File: config.mk
export PLATFORM = sky130hd
export DESIGN_NAME = plad_div_arbiter_flat
export DESIGN_NICKNAME = d
export VERILOG_FILES = /design/src/rtl/plad_div_arbiter_if.sv /design/src/rtl/plad_div_arbiter.sv /design/src/flat_wrapper.sv
export SDC_FILE = /design/constraint.sdc
export NUM_CORES = 1
export LEC_CHECK = 0
export ABC_AREA = 0
export BUFFER_PORTS_ARGS = -buffer_cell sky130_fd_sc_hd__buf_2
export CORE_MARGIN = 2
export CORE_UTILIZATION = 40
export CTS_CLUSTER_SIZE = 20
export DETAILED_ROUTE_END_ITERATION = 8
export PLACE_DENSITY = 0.8
export SLEW_MARGIN = 20
export SYNTH_ARGS = -nofsm -noshare
export SYNTH_HDL_FRONTEND = slang
export SYNTH_SLANG_ARGS = --single-unit
File: constraint.sdc
create_clock -name clk -period 1.7 [get_ports clk]
set_input_delay 0.34 -clock clk [delete_from_list [all_inputs] [get_ports clk]]
set_output_delay 0.34 -clock clk [all_outputs]
set_load 0.01 [all_outputs]
File: src/rtl/plad_div_arbiter_if.sv
// Handshake bundle between the requesters, the PLAD divider arbiter and the shared divider.
// master: arbiter side. slave: requester/divider side.
interface plad_div_arbiter_if #(
  parameter int unsigned SIZE = 16,
  parameter int unsigned NREQ = 4,
  parameter int unsigned IDW  = 2
);
  logic [NREQ-1:0]      req_valid;
  logic [NREQ*SIZE-1:0] req_x1;
  logic [NREQ*SIZE-1:0] req_x2;
  logic [NREQ-1:0]      req_ready;

  logic [SIZE-1:0]      div_x1;
  logic [SIZE-1:0]      div_x2;
  logic [SIZE-1:0]      div_res;
  logic                 div_exp1;

  logic                 rsp_valid;
  logic                 rsp_ready;
  logic [SIZE-1:0]      rsp_res;
  logic                 rsp_exp1;
  logic [IDW-1:0]       rsp_id;

  modport master (
    input  req_valid, req_x1, req_x2, div_res, div_exp1, rsp_ready,
    output req_ready, div_x1, div_x2, rsp_valid, rsp_res, rsp_exp1, rsp_id
  );

  modport slave (
    output req_valid, req_x1, req_x2, div_res, div_exp1, rsp_ready,
    input  req_ready, div_x1, div_x2, rsp_valid, rsp_res, rsp_exp1, rsp_id
  );
endinterface

File: src/rtl/plad_div_arbiter.sv
// Round-robin arbiter sharing one combinational PLAD divider among NREQ requesters.
// Optional PLAD_ARB_PERF_CNT_EN adds saturating completion/stall counters.
module plad_div_arbiter #(
  parameter int unsigned SIZE = 16,
  parameter int unsigned NREQ = 4,
  parameter int unsigned IDW  = 2
) (
  input  logic                clk,
  input  logic                rst,
  plad_div_arbiter_if.master  bus
`ifdef PLAD_ARB_PERF_CNT_EN
  ,
  output logic [31:0]         perf_cnt,
  output logic [31:0]         stall_cnt
`endif
);

  typedef enum logic [1:0] {
    StIdle,
    StIssue,
    StCapture,
    StResp
  } state_e;

  state_e          state_q, state_d;
  logic [IDW-1:0]  rr_ptr_q, rr_ptr_d;
  logic [IDW-1:0]  id_q, id_d;
  logic [SIZE-1:0] div_x1_q, div_x1_d;
  logic [SIZE-1:0] div_x2_q, div_x2_d;
  logic [SIZE-1:0] rsp_res_q, rsp_res_d;
  logic            rsp_exp1_q, rsp_exp1_d;
  logic [IDW-1:0]  rsp_id_q, rsp_id_d;
  logic            rsp_valid_q, rsp_valid_d;

  logic            grant_found;
  logic [IDW-1:0]  grant_idx;
  logic [NREQ-1:0] req_ready;

  // Circular priority search starting at rr_ptr; first asserted requester wins.
  always_comb begin
    int unsigned     cand;
    logic [IDW-1:0]  cand_idx;
    grant_found = 1'b0;
    grant_idx   = '0;
    cand        = 0;
    cand_idx    = '0;
    for (int unsigned i = 0; i < NREQ; i++) begin
      cand = 32'(rr_ptr_q) + i;
      if (cand >= NREQ) begin
        cand = cand - NREQ;
      end
      cand_idx = IDW'(cand);
      if (!grant_found && bus.req_valid[cand_idx]) begin
        grant_found = 1'b1;
        grant_idx   = cand_idx;
      end
    end
  end

  always_comb begin
    state_d     = state_q;
    rr_ptr_d    = rr_ptr_q;
    id_d        = id_q;
    div_x1_d    = div_x1_q;
    div_x2_d    = div_x2_q;
    rsp_res_d   = rsp_res_q;
    rsp_exp1_d  = rsp_exp1_q;
    rsp_id_d    = rsp_id_q;
    rsp_valid_d = rsp_valid_q;
    req_ready   = '0;

    unique case (state_q)
      StIdle: begin
        if (grant_found && !rst) begin
          req_ready[grant_idx] = 1'b1;
          div_x1_d = bus.req_x1[grant_idx*SIZE +: SIZE];
          div_x2_d = bus.req_x2[grant_idx*SIZE +: SIZE];
          id_d     = grant_idx;
          state_d  = StIssue;
        end
      end
      // Divider is purely combinational; this cycle lets its inputs settle.
      StIssue: begin
        state_d = StCapture;
      end
      StCapture: begin
        rsp_res_d   = bus.div_res;
        rsp_exp1_d  = bus.div_exp1;
        rsp_id_d    = id_q;
        rsp_valid_d = 1'b1;
        state_d     = StResp;
      end
      StResp: begin
        if (bus.rsp_ready) begin
          rsp_valid_d = 1'b0;
          rr_ptr_d    = (id_q == IDW'(NREQ - 1)) ? '0 : id_q + 1'b1;
          state_d     = StIdle;
        end
      end
      default: begin
        state_d = StIdle;
      end
    endcase
  end

  always_ff @(posedge clk) begin
    if (rst) begin
      state_q     <= StIdle;
      rr_ptr_q    <= '0;
      id_q        <= '0;
      div_x1_q    <= '0;
      div_x2_q    <= '0;
      rsp_res_q   <= '0;
      rsp_exp1_q  <= 1'b0;
      rsp_id_q    <= '0;
      rsp_valid_q <= 1'b0;
    end else begin
      state_q     <= state_d;
      rr_ptr_q    <= rr_ptr_d;
      id_q        <= id_d;
      div_x1_q    <= div_x1_d;
      div_x2_q    <= div_x2_d;
      rsp_res_q   <= rsp_res_d;
      rsp_exp1_q  <= rsp_exp1_d;
      rsp_id_q    <= rsp_id_d;
      rsp_valid_q <= rsp_valid_d;
    end
  end

  assign bus.req_ready = req_ready;
  assign bus.div_x1    = div_x1_q;
  assign bus.div_x2    = div_x2_q;
  assign bus.rsp_valid = rsp_valid_q;
  assign bus.rsp_res   = rsp_res_q;
  assign bus.rsp_exp1  = rsp_exp1_q;
  assign bus.rsp_id    = rsp_id_q;

`ifdef PLAD_ARB_PERF_CNT_EN
  logic [31:0] perf_cnt_q, perf_cnt_d;
  logic [31:0] stall_cnt_q, stall_cnt_d;

  // Both counters stick at all-ones instead of wrapping.
  always_comb begin
    perf_cnt_d  = perf_cnt_q;
    stall_cnt_d = stall_cnt_q;
    if (rsp_valid_q && bus.rsp_ready && (perf_cnt_q != 32'hFFFF_FFFF)) begin
      perf_cnt_d = perf_cnt_q + 32'd1;
    end
    if ((state_q == StResp) && !bus.rsp_ready && (stall_cnt_q != 32'hFFFF_FFFF)) begin
      stall_cnt_d = stall_cnt_q + 32'd1;
    end
  end

  always_ff @(posedge clk) begin
    if (rst) begin
      perf_cnt_q  <= '0;
      stall_cnt_q <= '0;
    end else begin
      perf_cnt_q  <= perf_cnt_d;
      stall_cnt_q <= stall_cnt_d;
    end
  end

  assign perf_cnt  = perf_cnt_q;
  assign stall_cnt = stall_cnt_q;
`endif

endmodule

File: src/flat_wrapper.sv
// flat-port wrapper written by rule: the top's interface ports become plain ports
module plad_div_arbiter_flat 
#(
  parameter int unsigned SIZE = 16,
  parameter int unsigned NREQ = 4,
  parameter int unsigned IDW  = 2
)
  (clk, rst, bus_req_valid, bus_req_x1, bus_req_x2, bus_div_res, bus_div_exp1, bus_rsp_ready, bus_req_ready, bus_div_x1, bus_div_x2, bus_rsp_valid, bus_rsp_res, bus_rsp_exp1, bus_rsp_id);
  plad_div_arbiter_if #(.SIZE(SIZE), .NREQ(NREQ), .IDW(IDW)) bus_i ();
  input  logic clk;
  input  logic rst;
  input wire logic [$bits(bus_i.req_valid)-1:0] bus_req_valid;
  input wire logic [$bits(bus_i.req_x1)-1:0] bus_req_x1;
  input wire logic [$bits(bus_i.req_x2)-1:0] bus_req_x2;
  input wire logic [$bits(bus_i.div_res)-1:0] bus_div_res;
  input wire logic [$bits(bus_i.div_exp1)-1:0] bus_div_exp1;
  input wire logic [$bits(bus_i.rsp_ready)-1:0] bus_rsp_ready;
  output wire logic [$bits(bus_i.req_ready)-1:0] bus_req_ready;
  output wire logic [$bits(bus_i.div_x1)-1:0] bus_div_x1;
  output wire logic [$bits(bus_i.div_x2)-1:0] bus_div_x2;
  output wire logic [$bits(bus_i.rsp_valid)-1:0] bus_rsp_valid;
  output wire logic [$bits(bus_i.rsp_res)-1:0] bus_rsp_res;
  output wire logic [$bits(bus_i.rsp_exp1)-1:0] bus_rsp_exp1;
  output wire logic [$bits(bus_i.rsp_id)-1:0] bus_rsp_id;
  assign bus_i.req_valid = bus_req_valid;
  assign bus_i.req_x1 = bus_req_x1;
  assign bus_i.req_x2 = bus_req_x2;
  assign bus_i.div_res = bus_div_res;
  assign bus_i.div_exp1 = bus_div_exp1;
  assign bus_i.rsp_ready = bus_rsp_ready;
  assign bus_req_ready = bus_i.req_ready;
  assign bus_div_x1 = bus_i.div_x1;
  assign bus_div_x2 = bus_i.div_x2;
  assign bus_rsp_valid = bus_i.rsp_valid;
  assign bus_rsp_res = bus_i.rsp_res;
  assign bus_rsp_exp1 = bus_i.rsp_exp1;
  assign bus_rsp_id = bus_i.rsp_id;
  plad_div_arbiter #(.SIZE(SIZE), .NREQ(NREQ), .IDW(IDW)) u_core (.clk(clk), .rst(rst), .bus(bus_i));
endmodule
Yosys cells after proc, flatten, opt, wreduce, memory -nomap -nowiden. Cells that the tools add are included.

Register bits: 58. Input bits: 152. Output and inout bits: 56. Logic and storage cells: 80.

Add/subtract/negate cells: 8. Order comparisons: 10. Equality and inequality tests: 6. Shift operators: 2. Mux-type cells: 30. Reduce and logical (&&, ||, !) cells: 15.

Operator list (count): $shiftx A64 B7 Y16 (2); $mux W2 (11); $lt A2 B3 Y1 const B (5); $mux W1 (10); $ge A3 B3 Y1 const B (3); $bmux W1 S2 (4); $mux W4 (2); $pmux W2 S4 (1); $reduce_and A2 Y1 (4); $sub A2 B1 Y2 const B (4); $add A2 B2 Y3 const B (2); $eq A2 B2 Y1 const B (3); $logic_and A1 B1 Y1 (5); $logic_not A1 Y1 (4); $add A2 B1 Y3 const B (1); $ge A2 B3 Y1 const B (1); $add A2 B1 Y2 const B (1); $demux W1 S2 (1); $eq A2 B1 Y1 const B (1); $ge A2 B1 Y1 const B (1); $logic_not A2 Y1 (1); $ne A2 B1 Y1 const B (1); $ne A2 B2 Y1 const B (1); $pmux W1 S2 (1); $reduce_bool A2 Y1 (1).

Depth between registers and ports, before layout.
Depth after elaboration: 20. Gate-level depth with buffers: 8. Depth with buffers taken out: 6.

Worst setup path after synthesis. No wires, ideal clock.

Kind: register to output. Start point: register u_core.state_q[0]. End point: output bus_req_ready[2]. Arrival: 1.518 ns. Required time: 1.360 ns. Setup slack: -0.158 ns. Stages on the path, launching flop included: 8. Buffers on the path: 2. Cell sequence: dfxtp_1 -> inv_1 -> ha_1 -> nor2b_1 -> buf_2 -> o221ai_4 -> buf_4 -> nor3_1.

Cells in the longest elaborated chain, start to end: 2.

RTL lines: start, declared (RTL line plad_div_arbiter.sv:25) `state_e state_q, state_d;`; start signal, assigned (RTL line plad_div_arbiter.sv:108) `state_q <= StIdle;`; start signal, assigned (RTL line plad_div_arbiter.sv:118) `state_q <= state_d;`; $logic_not A2 Y1 (RTL line plad_div_arbiter.sv:72) `unique case (state_q)`; $mux W4 (RTL line plad_div_arbiter.sv:72); end, declared (RTL line flat_wrapper.sv:18) `output wire logic [$bits(bus_i.req_ready)-1:0] bus_req_ready;`.

Every way passes these cells.

Final worst setup path.
Start point: register u_core.rr_ptr_q[1]. End point: output bus_req_ready[1].

Cells in the longest elaborated chain, start to end: 20. Elaborated cells between the ends (all ways): 45. Those cells by class: 7 x add/sub; 6 x order compare; 24 x mux; 8 x reduce/logical.

RTL lines: start, declared (RTL line plad_div_arbiter.sv:26) `logic [IDW-1:0] rr_ptr_q, rr_ptr_d;`; start signal, assigned (RTL line plad_div_arbiter.sv:119) `rr_ptr_q <= rr_ptr_d;`; parallel branches: the longest is 18 deep, another holds $add A2 B1 Y3; $mux W4 (*) (RTL line plad_div_arbiter.sv:74) `if (grant_found && !rst) begin`; $mux W4 (*) (RTL line plad_div_arbiter.sv:72).

Every way passes the cells marked *. The select of a mux whose other input is x is not followed.

==> metrics.json <==
{
  "yosys": {
    "synth_area_um2": 3650,
    "synth_edf_count": 0,
    "synth.yosys.seq_area_share": 0.318,
    "synth_cells": 340,
    "fraction_of_the_mapped_netlist_area_in_simple_logic_gates": 0.120,
    "most_common_flop_cell_mapped_by_yosys": "sky130_fd_sc_hd__dfxtp_1",
    "synth-seq-cells": 58,
    "async_flop_share": 0,
    "synth-warning-count": 0,
    "synth-xor-area-share": 0,
    "synth-adder-area-share": 0.0137,
    "syn_area_per_cell_um2": 10.7,
    "synthDistinctLibCells": 34,
    "synth_top_family_by_area": "compound AO/OA/AOI/OAI gates",
    "synthesis.nets": 496,
    "synth.mux.area_fraction": 0.147,
    "synth_compound_area_frac": 0.325
  },
  "grt": {
    "maximum_number_of_pins_on_one_net_before_global_route_repair": 41,
    "grt_pass1_vias": 3704,
    "grt_usage": 0.220,
    "initial_antenna_violation_count": 0,
    "gr-usage-met1": 0.232,
    "global_route.overflow_total": 0,
    "first_pass_grt_wire_length_um": 17400,
    "grt.met2_usage": 0.432,
    "busiest_layer": "met2",
    "gr_util_met3": 0.0443
  },
  "sta": {
    "final.period_utilization": 1.16,
    "setup_violators_final": 37,
    "final.min_clock_period_ns": 1.97,
    "max_clock_freq_mhz": 506,
    "worst_clk_skew_ns": 0.00789,
    "final-max-slew-violation-count": 0,
    "setup_repair_after_global_routing_missed_its_margin": "true",
    "tightestPinTransition_ns": 0.384,
    "final-hold-violation-count": 0,
    "timing.slew.headroom": 0.744,
    "final.setup.worst_slack_ns": -0.275
  },
  "critical_path": {
    "worst_ep_required_time_ns": 1.36,
    "kind_of_cell_adding_the_most_delay_to_the_critical_path": "compound AO/OA/AOI/OAI gates",
    "cp_num_buf_inv": 1,
    "cp-start-kind": "flip-flop",
    "crit_fanout": 5,
    "slowest_stage": "sky130_fd_sc_hd__dfxtp_4",
    "kind_of_critical_path": "flip-flop to output pin",
    "arr_time_crit_path_ns": 1.63,
    "crit_path_max_incr_delay_ns": 0.38,
    "critPathCaptureType": "output pin",
    "critical_path.cell_chain": "a21oi_2, o21a_1, o22ai_2, and2_4, nor3b_4, buf_2"
  },
  "clock_tree": {
    "ctsHoldBuffers": 0,
    "cts_buffer_depth": 2,
    "cts-htree-levels": 3,
    "path_clk_slew_ns": 0.07,
    "clk_latency_ns": 0.33,
    "cts_root_buf": "sky130_fd_sc_hd__clkbuf_8",
    "cts_inserted_buffers": 9,
    "cts.sinks": 58,
    "tritoncts": "built"
  },
  "power_and_ir_drop": {
    "seq_power_share": 0.294,
    "power.clock.fraction": 0.188,
    "max-vdd-ir-drop_mv": 0.787,
    "switchingPower_mw": 2.69,
    "leakage_power_figure_nw": 2.70,
    "combinational_power_share": 0.518,
    "p_int_mw": 4.28,
    "switching_share": 0.386,
    "powerDensity_nw_per_um2": 1210
  },
  "placed_design": {
    "dp_hpwl_um": 7870,
    "place.port_buffers": 207,
    "placement.cell_area_um2": 4840,
    "finalWeightedCongestion": 0.781,
    "placed_cells": 642,
    "placement_setup_slack_ns": -0.124
  },
  "die": {
    "height_of_the_die_um": 99.6,
    "initial_core_util": 0.415,
    "die_area_um2": 9910,
    "core_region_area_um2": 8810,
    "dieWidth_um": 99.6,
    "top_level_port_count": 208,
    "fp-row-count": 34
  },
  "cells_and_area": {
    "finish.cell_count_without_fillers": 682,
    "finalInstanceArea_um2": 5780,
    "finalNetCount": 725,
    "layout.cells.most_common": "sky130_fd_sc_hd__buf_2",
    "post_route_cells_drive_above_1_share": 0.617,
    "num_antenna_cells": 0,
    "area_growth_pct": 58.1,
    "final_cell_mix": "206 x sky130_fd_sc_hd__buf_2, 54 x sky130_fd_sc_hd__dfxtp_1, 51 x sky130_fd_sc_hd__mux2i_1"
  },
  "detailed_routing": {
    "routed_wirelength_um": 12100,
    "drt.antenna.violating_nets": 0,
    "dr.pass1.iters": 4,
    "route.detailed.wl_per_inst_um": 17.8,
    "drt_drc_violations_left": 0,
    "post_drt_via_cell_ratio": 5.37,
    "vias": 3661,
    "initialDrtViolationCount": 90
  },
  "worst_hold_path": {
    "hp-class": "primary input to flip-flop"
  },
  "status": {
    "failed_checks": "setup timing",
    "result_of_the_run": "complete, but fails checks"
  },
  "job": {
    "max_cap_violations": 0
  }
}
-- metrics by stage --
step	TNS [ns]	util	total power [mW]	hold slack (ns)
6_report	-5.41	0.656	6.96	0.245
4_1_cts	-4.88	0.615	6.73	0.230
3_5_place_dp	-2.75	0.550	5.00	0.481
5_1_grt	-7.74	0.656	7.36	0.242
2_1_floorplan	-0.0315	-	4.05	0.457
3_3_place_gp	-1.55	0.550	4.90	0.465
-- final timing paths --
check / to / from / cells after the start / slack (ns)
worst max-delay path: bus_req_ready[1] / u_core.rr_ptr_q[1] / 6 / -0.27
worst min-delay path: u_core.bus.rsp_res[9] / bus_div_res[9] / 3 / 0.25
worst max register to register: u_core.bus.div_x2[9] / u_core.rr_ptr_q[1] / 10 / -0.23
worst min register to register: u_core.rr_ptr_q[0] / u_core.rr_ptr_q[0] / 2 / 0.49
-- power by group through the flow --
| stage | clock network, mW | logic, mW | registers, mW |
|---|---|---|---|
| 4_1_cts | 1.34 | 3.35 | 2.04 |
| 3_5_place_dp | 0 | 2.94 | 2.06 |
| 5_1_grt | 1.40 | 3.85 | 2.10 |
| 6_report | 1.31 | 3.61 | 2.05 |
| 2_1_floorplan | 0 | 1.83 | 2.22 |
| 3_3_place_gp | 0 | 2.86 | 2.04 |
-- synth_stat cells (2+ instances only) --
| cell type | instances | area share |
|---|---|---|
| sky130_fd_sc_hd__a211oi_2 | 30 | 0.10 |
| sky130_fd_sc_hd__buf_6 | 12 | 0.037 |
| sky130_fd_sc_hd__mux2i_1 | 52 | 0.14 |
| sky130_fd_sc_hd__clkbuf_1 | 13 | 0.013 |
| sky130_fd_sc_hd__nand2b_1 | 2 | 0.0034 |
| sky130_fd_sc_hd__buf_2 | 2 | 0.0027 |
| sky130_fd_sc_hd__nor2_1 | 25 | 0.026 |
| sky130_fd_sc_hd__o21bai_1 | 32 | 0.066 |
| sky130_fd_sc_hd__a211oi_1 | 2 | 0.0041 |
| sky130_fd_sc_hd__nor3_1 | 5 | 0.0069 |
| sky130_fd_sc_hd__inv_1 | 3 | 0.0031 |
| sky130_fd_sc_hd__buf_1 | 2 | 0.0021 |
| sky130_fd_sc_hd__buf_8 | 3 | 0.012 |
| sky130_fd_sc_hd__dfxtp_1 | 58 | 0.32 |
| sky130_fd_sc_hd__and2_1 | 34 | 0.058 |
| sky130_fd_sc_hd__nor2b_1 | 3 | 0.0051 |
| sky130_fd_sc_hd__nor3b_1 | 2 | 0.0041 |
| sky130_fd_sc_hd__nand2_1 | 2 | 0.0021 |
| sky130_fd_sc_hd__a221oi_2 | 30 | 0.12 |
| sky130_fd_sc_hd__a221oi_1 | 2 | 0.0048 |
| sky130_fd_sc_hd__buf_4 | 3 | 0.0062 |
| sky130_fd_sc_hd__a21oi_1 | 8 | 0.011 |
| sky130_fd_sc_hd__ha_1 | 4 | 0.014 |
-- metal layers --
metal | wire length (um) | vias to the layer above | share of wire
li1 | - | 1745 | -
met1 | 4600 | 1752 | 0.38
met2 | 6540 | 145 | 0.54
met3 | 764 | 19 | 0.063
met4 | 222 | 0 | 0.018
met5 | 0 | - | 0
-- tightest hold or removal path, cell delays in order --
cell,delay (ns)
sky130_fd_sc_hd__buf_2,0.08
sky130_fd_sc_hd__mux2i_1,0.05
sky130_fd_sc_hd__nor2_1,0.07
-- repair_timing --
item / in CTS / in global routing
gates resized for setup: 29 / 34
setup endpoints to repair: 27 / 37
pin swaps: 32 / 10
buffers inserted: 11 / 5
endpoints found under the hold margin: 0 / 0
gates cloned: 4 / 7
-- cell type report --
cell class | instances | area (um2)
Fill cell | 694 | 3030
Multi-Input combinational cell | 244 | 2560
Timing Repair Buffer | 253 | 1700
Sequential cell | 58 | 1170
Clock buffer | 11 | 151
Tap cell | 108 | 135
Clock inverter | 5 | 52.6
Inverter | 3 | 11.3
-- registers in the layout, summed over array words and instances, names as in the netlist, 2 cells and up --
signal / cells
u_core.bus.div_x1: 16
u_core.bus.div_x2: 16
u_core.bus.rsp_res: 16
u_core.bus.rsp_id: 2
u_core.id_q: 2
u_core.rr_ptr_q: 2
u_core.state_q: 2
-- cell families after synthesis --
logic type      after synthesis
simple gates                 79
flops                        58
fa+ha+maj                     4
mux                          53
buf+inv                      38
compound gates              108
No activity file was read; power rests on OpenSTA's default activity.
